$ cat config.mk
export PLATFORM = sky130hd
export DESIGN_NAME = ascon_round_sequencer_flat
export DESIGN_NICKNAME = d
export VERILOG_FILES = /design/src/rtl/ascon_round_sequencer_pkg.sv /design/src/rtl/ascon_round_sequencer_if.sv /design/src/rtl/ascon_round_sequencer_rc_gen.sv /design/src/rtl/ascon_round_sequencer.sv /design/src/flat_wrapper.sv
export SDC_FILE = /design/constraint.sdc
export NUM_CORES = 1
export LEC_CHECK = 0
export ABC_AREA = 1
export BUFFER_PORTS_ARGS = -buffer_cell sky130_fd_sc_hd__buf_2
export CORE_AREA = 2 2 39 41
export DETAILED_ROUTE_END_ITERATION = 10
export DIE_AREA = 0 0 41 43
export HOLD_SLACK_MARGIN = 0.1
export PLACE_DENSITY = 0.56
export SLEW_MARGIN = 40
export SYNTH_ARGS = -nofsm -noshare
export SYNTH_HDL_FRONTEND = slang
export SYNTH_SLANG_ARGS = --single-unit
$ cat constraint.sdc
create_clock -name clk -period 1.3 [get_ports clk]
set_clock_uncertainty 0.1 [all_clocks]
set_input_delay 0.065 -clock clk [delete_from_list [all_inputs] [get_ports clk]]
set_output_delay 0.065 -clock clk [all_outputs]
set_load 0.02 [all_outputs]
$ cat src/rtl/ascon_round_sequencer_pkg.sv
// ============================================================================
// ascon_pack : shared defaults, sequencer state type and round-constant helper
// Rev 1.0
// ============================================================================
`default_nettype none

package ascon_pack;

    localparam int MAX_ROUND_NO = 12;
    localparam int ROUND_A      = 12;
    localparam int ROUND_B      = 8;
    localparam int ROUND_WIDTH  = 4;

    typedef enum logic [1:0] {
        SEQ_IDLE = 2'd0,
        SEQ_RUN  = 2'd1,
        SEQ_DONE = 2'd2
    } ascon_seq_state_e;

    // Upper nibble counts down while the lower nibble carries the round index
    function automatic logic [7:0] ascon_rc(input logic [3:0] round);
        return {4'hF - round, round};
    endfunction

endpackage

`default_nettype wire

$ cat src/rtl/ascon_round_sequencer_if.sv
// ============================================================================
// ascon_round_sequencer_if : control-FSM <-> round sequencer handshake bundle
// Optional rc_o lanes with ASCON_ROUND_CONST_EN.  Rev 1.0
// ============================================================================
`default_nettype none

interface ascon_round_sequencer_if #(
    parameter int ROUND_WIDTH = 4
`ifdef ASCON_ROUND_CONST_EN
    ,
    parameter int UNROLL      = 1
`endif
);

    logic                   start_i;
    logic                   mode_i;
    logic                   stall_i;
    logic                   abort_i;
    logic                   ready_o;
    logic                   busy_o;
    logic [ROUND_WIDTH-1:0] round_o;
    logic                   round_last_o;
    logic                   done_o;
`ifdef ASCON_ROUND_CONST_EN
    logic [8*UNROLL-1:0]    rc_o;
`endif

    modport master (
        output start_i,
        output mode_i,
        output stall_i,
        output abort_i,
        input  ready_o,
        input  busy_o,
        input  round_o,
        input  round_last_o,
`ifdef ASCON_ROUND_CONST_EN
        input  rc_o,
`endif
        input  done_o
    );

    modport slave (
        input  start_i,
        input  mode_i,
        input  stall_i,
        input  abort_i,
        output ready_o,
        output busy_o,
        output round_o,
        output round_last_o,
`ifdef ASCON_ROUND_CONST_EN
        output rc_o,
`endif
        output done_o
    );

endinterface

`default_nettype wire

$ cat src/rtl/ascon_round_sequencer_rc_gen.sv
// ============================================================================
// ascon_rc_gen : combinational round constants, one 8-bit lane per unrolled round
// Rev 1.0
// ============================================================================
`default_nettype none

module ascon_rc_gen
    import ascon_pack::*;
#(
    parameter int ROUND_WIDTH = ascon_pack::ROUND_WIDTH,
    parameter int UNROLL      = 1
) (
    input  wire logic [ROUND_WIDTH-1:0] round_i,
    input  wire logic                   active_i,
    output logic      [8*UNROLL-1:0]    rc_o
);

    for (genvar k = 0; k < UNROLL; k++) begin : g_lane
        logic [ROUND_WIDTH-1:0] r;
        assign r = round_i + ROUND_WIDTH'(k);
        assign rc_o[8*k +: 8] = active_i ? ascon_rc(4'(r)) : 8'h00;
    end

endmodule

`default_nettype wire

$ cat src/rtl/ascon_round_sequencer.sv
// ============================================================================
// ascon_round_sequencer : p^a / p^b round sequencer, UNROLL rounds per cycle,
// with stall/abort.  Optional rc_o lanes via ASCON_ROUND_CONST_EN.  Rev 1.0
// ============================================================================
`default_nettype none

module ascon_round_sequencer
    import ascon_pack::*;
#(
    parameter int ROUND_WIDTH = ascon_pack::ROUND_WIDTH,
    parameter int MAX_ROUNDS  = MAX_ROUND_NO,
    parameter int ROUNDS_A    = ROUND_A,
    parameter int ROUNDS_B    = ROUND_B,
    parameter int UNROLL      = 1
) (
    input  wire logic clk,
    input  wire logic rst_n,
    ascon_round_sequencer_if.slave bus
);

    localparam logic [ROUND_WIDTH-1:0] c_last_round = ROUND_WIDTH'(MAX_ROUNDS - UNROLL);
    localparam logic [ROUND_WIDTH-1:0] c_start_a    = ROUND_WIDTH'(MAX_ROUNDS - ROUNDS_A);
    localparam logic [ROUND_WIDTH-1:0] c_start_b    = ROUND_WIDTH'(MAX_ROUNDS - ROUNDS_B);
    localparam logic [ROUND_WIDTH-1:0] c_step       = ROUND_WIDTH'(UNROLL);

    if ((UNROLL < 1) || ((ROUNDS_A % UNROLL) != 0) || ((ROUNDS_B % UNROLL) != 0)) begin : g_bad_unroll
        $error("ascon_round_sequencer: UNROLL must divide ROUNDS_A and ROUNDS_B");
    end

    if ((1 << ROUND_WIDTH) < (MAX_ROUNDS + 1)) begin : g_bad_width
        $error("ascon_round_sequencer: ROUND_WIDTH too narrow for MAX_ROUNDS");
    end

    ascon_seq_state_e       state_q, state_d;
    logic [ROUND_WIDTH-1:0] round_q, round_d;
    logic                   run;
    logic                   last;
    logic                   start_ok;

    assign run      = (state_q == SEQ_RUN);
    assign last     = run && (round_q == c_last_round);
    assign start_ok = bus.start_i && !bus.abort_i;

    always_ff @(posedge clk or negedge rst_n) begin
        if (!rst_n) begin
            state_q <= SEQ_IDLE;
            round_q <= '0;
        end else begin
            state_q <= state_d;
            round_q <= round_d;
        end
    end

    always_comb begin
        state_d = state_q;
        round_d = round_q;
        unique case (state_q)
            SEQ_RUN: begin
                // abort beats stall, stall beats advance
                if (bus.abort_i) begin
                    state_d = SEQ_IDLE;
                    round_d = '0;
                end else if (bus.stall_i) begin
                    state_d = SEQ_RUN;
                end else if (last) begin
                    state_d = SEQ_DONE;
                    round_d = '0;
                end else begin
                    round_d = round_q + c_step;
                end
            end
            SEQ_IDLE, SEQ_DONE: begin
                if (start_ok) begin
                    state_d = SEQ_RUN;
                    round_d = bus.mode_i ? c_start_b : c_start_a;
                end else begin
                    state_d = SEQ_IDLE;
                    round_d = '0;
                end
            end
            default: begin
                state_d = SEQ_IDLE;
                round_d = '0;
            end
        endcase
    end

    assign bus.ready_o      = !run;
    assign bus.busy_o       = run;
    assign bus.round_o      = run ? round_q : '0;
    assign bus.round_last_o = last;
    assign bus.done_o       = (state_q == SEQ_DONE);

`ifdef ASCON_ROUND_CONST_EN
    ascon_rc_gen #(
        .ROUND_WIDTH (ROUND_WIDTH),
        .UNROLL      (UNROLL)
    ) u_rc_gen (
        .round_i  (round_q),
        .active_i (run),
        .rc_o     (bus.rc_o)
    );
`endif

    a_round_range: assert property (@(posedge clk) disable iff (!rst_n)
        run |-> (round_q <= c_last_round))
        else $error("ascon_round_sequencer: round index out of range");

endmodule

`default_nettype wire

$ cat src/flat_wrapper.sv
// flat-port wrapper written by rule: the top's interface ports become plain ports
module ascon_round_sequencer_flat import ascon_pack::*;
#(
    parameter int ROUND_WIDTH = ascon_pack::ROUND_WIDTH,
    parameter int MAX_ROUNDS  = MAX_ROUND_NO,
    parameter int ROUNDS_A    = ROUND_A,
    parameter int ROUNDS_B    = ROUND_B,
    parameter int UNROLL      = 1
)
  (clk, rst_n, bus_start_i, bus_mode_i, bus_stall_i, bus_abort_i, bus_ready_o, bus_busy_o, bus_round_o, bus_round_last_o, bus_done_o);
  ascon_round_sequencer_if #(.ROUND_WIDTH(ROUND_WIDTH)) bus_i ();
  input  wire logic clk;
  input  wire logic rst_n;
  input wire logic [$bits(bus_i.start_i)-1:0] bus_start_i;
  input wire logic [$bits(bus_i.mode_i)-1:0] bus_mode_i;
  input wire logic [$bits(bus_i.stall_i)-1:0] bus_stall_i;
  input wire logic [$bits(bus_i.abort_i)-1:0] bus_abort_i;
  output wire logic [$bits(bus_i.ready_o)-1:0] bus_ready_o;
  output wire logic [$bits(bus_i.busy_o)-1:0] bus_busy_o;
  output wire logic [$bits(bus_i.round_o)-1:0] bus_round_o;
  output wire logic [$bits(bus_i.round_last_o)-1:0] bus_round_last_o;
  output wire logic [$bits(bus_i.done_o)-1:0] bus_done_o;
  assign bus_i.start_i = bus_start_i;
  assign bus_i.mode_i = bus_mode_i;
  assign bus_i.stall_i = bus_stall_i;
  assign bus_i.abort_i = bus_abort_i;
  assign bus_ready_o = bus_i.ready_o;
  assign bus_busy_o = bus_i.busy_o;
  assign bus_round_o = bus_i.round_o;
  assign bus_round_last_o = bus_i.round_last_o;
  assign bus_done_o = bus_i.done_o;
  ascon_round_sequencer #(.ROUND_WIDTH(ROUND_WIDTH), .MAX_ROUNDS(MAX_ROUNDS), .ROUNDS_A(ROUNDS_A), .ROUNDS_B(ROUNDS_B), .UNROLL(UNROLL)) u_core (.clk(clk), .rst_n(rst_n), .bus(bus_i));
endmodule
==> flow_summary.ini <==
[power]
total_power_mw = 0.527
power_density_nw_per_um2 = 818
peakVddDrop_mv = 0.302
p_leak_nw = 0.316

[sta]
slew_headroom = 0.798
final-hold-violation-count = 0
finalCritPeriodShare = 1.01
worst_pin_slew_ns = 0.301
fmax_mhz = 763
hold_ws_ns = 0.425
rsz0062_at_grt = yes
slew_viol_final = 0
setup_slack_ns = -0.00994
post-route-min-period_ns = 1.31
setup_viol = 1

[yosys]
synth_area_per_cell_um2 = 7.35
synth_area_um2 = 412
yosysSeqAreaShare = 0.365
synth-async-reset-ratio = 1.00
synth_warnings = 0
synth_common_cells = nand2_1, inv_1, nor2_1
synth_flop_cell = dfrtp_1
syn_inst = 56
synth-edff-count = 0
yosysMostFrequentCell = nand2_1
synth.top_cell.area_share = 0.365
synth.distinct_cells = 17
synthesis.nets = 63
synth_area_leaders = dfrtp_1, nand2_1, inv_1
synth_seq_cells = 6
synth_top_area_cell = dfrtp_1

[placed_design]
postPlaceCellArea_um2 = 497
port_buffers = 13
dpl.hpwl_um = 701
gp_congestion = 0.826
preCtsSetupSlack_ns = 0.0746

[clock_tree]
htree_levels = 1
clock_path_buffers = 2
cts_tree = yes
clock_latency_ns = 0.26
path_clk_slew_ns = 0.05
cts_buffers = 3
ctsRootBufferMaster = clkbuf_4
clkSinkCount = 6

[floorplan]
die_h_um = 43
initial_core_util = 0.297
ios = 14
die_area_um2 = 1760
core_area_um2 = 1380
fp-row-count = 14
fp.dieW_um = 41

[worst_hold_path]
holdPathStages = 2
hp-class = reg -> reg

[setup_path]
criticalPathCategory = reg -> out
start_kind = flip-flop
worstSetupEndpointType = output port
critPathArrivalTime_ns = 1.14
crit_path_max_fanout = 2
cp.required_ns = 1.13
r2r_cells = 7

[run_status]
violations = setup timing
run_status = finished, violations left

[drt]
wl_per_cell_um = 10.3
drc = 0
firstDrtPassIters = 4
drt_wl_total_um = 1010
first_iter_violations = 6
drtAntennaViolNets = 0
vias = 445
avgViaCountPerCell = 4.54

[cells_and_area]
areaGrowthSynthToFinish_pct = 56.5
antennaDiodeCount = 0
drive_gt1_frac = 0.451
nNetsFinal = 91
design_area_um2 = 644
final_util = 0.466

[grt]
grt_pass1_vias = 385
grt_usage = 0.128
antenna_found_initial = 0
overflow = 0
grt_pass1_wl_um = 1490
grt_max_degree = 8

[flow_run]
drv_cap = 0
==> power by group <==
| part | internal, mW | switching (mW) |
|---|---|---|
| Clock | 0.105 | 0.0761 |
| Combinational | 0.0557 | 0.0831 |
| Sequential | 0.197 | 0.0102 |
==> logic make-up after synthesis <==
logic type	synth area share
flip-flops	0.365
buffers and inverters	0.100
AND/OR/NAND/NOR	0.459
adder cells (fa/ha/maj)	0.0304
AO/OA/AOI/OAI	0.0456
==> routing by layer <==
metal | wire length, um | part of all wire | GRT usage
met5 | 0 | 0 | 0
met4 | 36 | 0.036 | 0.100
met3 | 62 | 0.062 | 0.0157
met2 | 463 | 0.46 | 0.200
met1 | 442 | 0.44 | 0.147
==> worst paths after layout <==
kind,startpoint,endpoint,slack (ns)
worst max register to register,u_core.round_q[0],u_core.state_q[0],0.05
worst max-delay path,u_core.round_q[0],bus_round_last_o,-0.01
min in group asynchronous,rst_n,u_core.round_q[2],0.65
max in group asynchronous,rst_n,u_core.state_q[1],0.19
worst min register to register,u_core.round_q[2],u_core.round_q[2],0.43
worst min-delay path,u_core.round_q[2],u_core.round_q[2],0.43
==> critical path: stages, from the launching register on <==
cell	delay (ns)
dfrtp_1	0.35
ha_2	0.19
nand3_2	0.09
nor2_2	0.12
buf_6	0.13
==> placed cells by master, fill, tap and decap left out, drive strengths merged, types with 2 or more instances in the layout <==
master       instances
buf                 17
nand3                8
inv                 11
dlygate4sd3          6
dfrtp                6
clkbuf               3
nand2               14
nor2                11
a21oi                2
==> cell type report <==
type	count	area (um2)
Sequential cell	6	151
Clock buffer	3	22.5
Timing Repair Buffer	23	171
Multi-Input combinational cell	39	238
Inverter	11	41.3
Tap cell	16	20.0
Fill cell	129	739
==> stage by stage <==
step	TNS, ns	instances
after floorplan	0	56
after global placement	0	85
after detailed placement	0	85
after CTS	0	98
after global routing	-0.127	98
final	-0.00994	98
==> repair_timing <==
action	CTS	global route
endpoints found under the setup margin	5	6
gates cloned	0	0
hold endpoints to repair	10	0
buffers inserted	4	0
hold buffers	6	0
resized for setup	7	7
pin swaps	2	2
==> state kept, by name (all words and copies together), names as in the netlist <==
register	count
u_core.state_q	2
u_core.round_q	4
(Power assumes the default switching activity.)
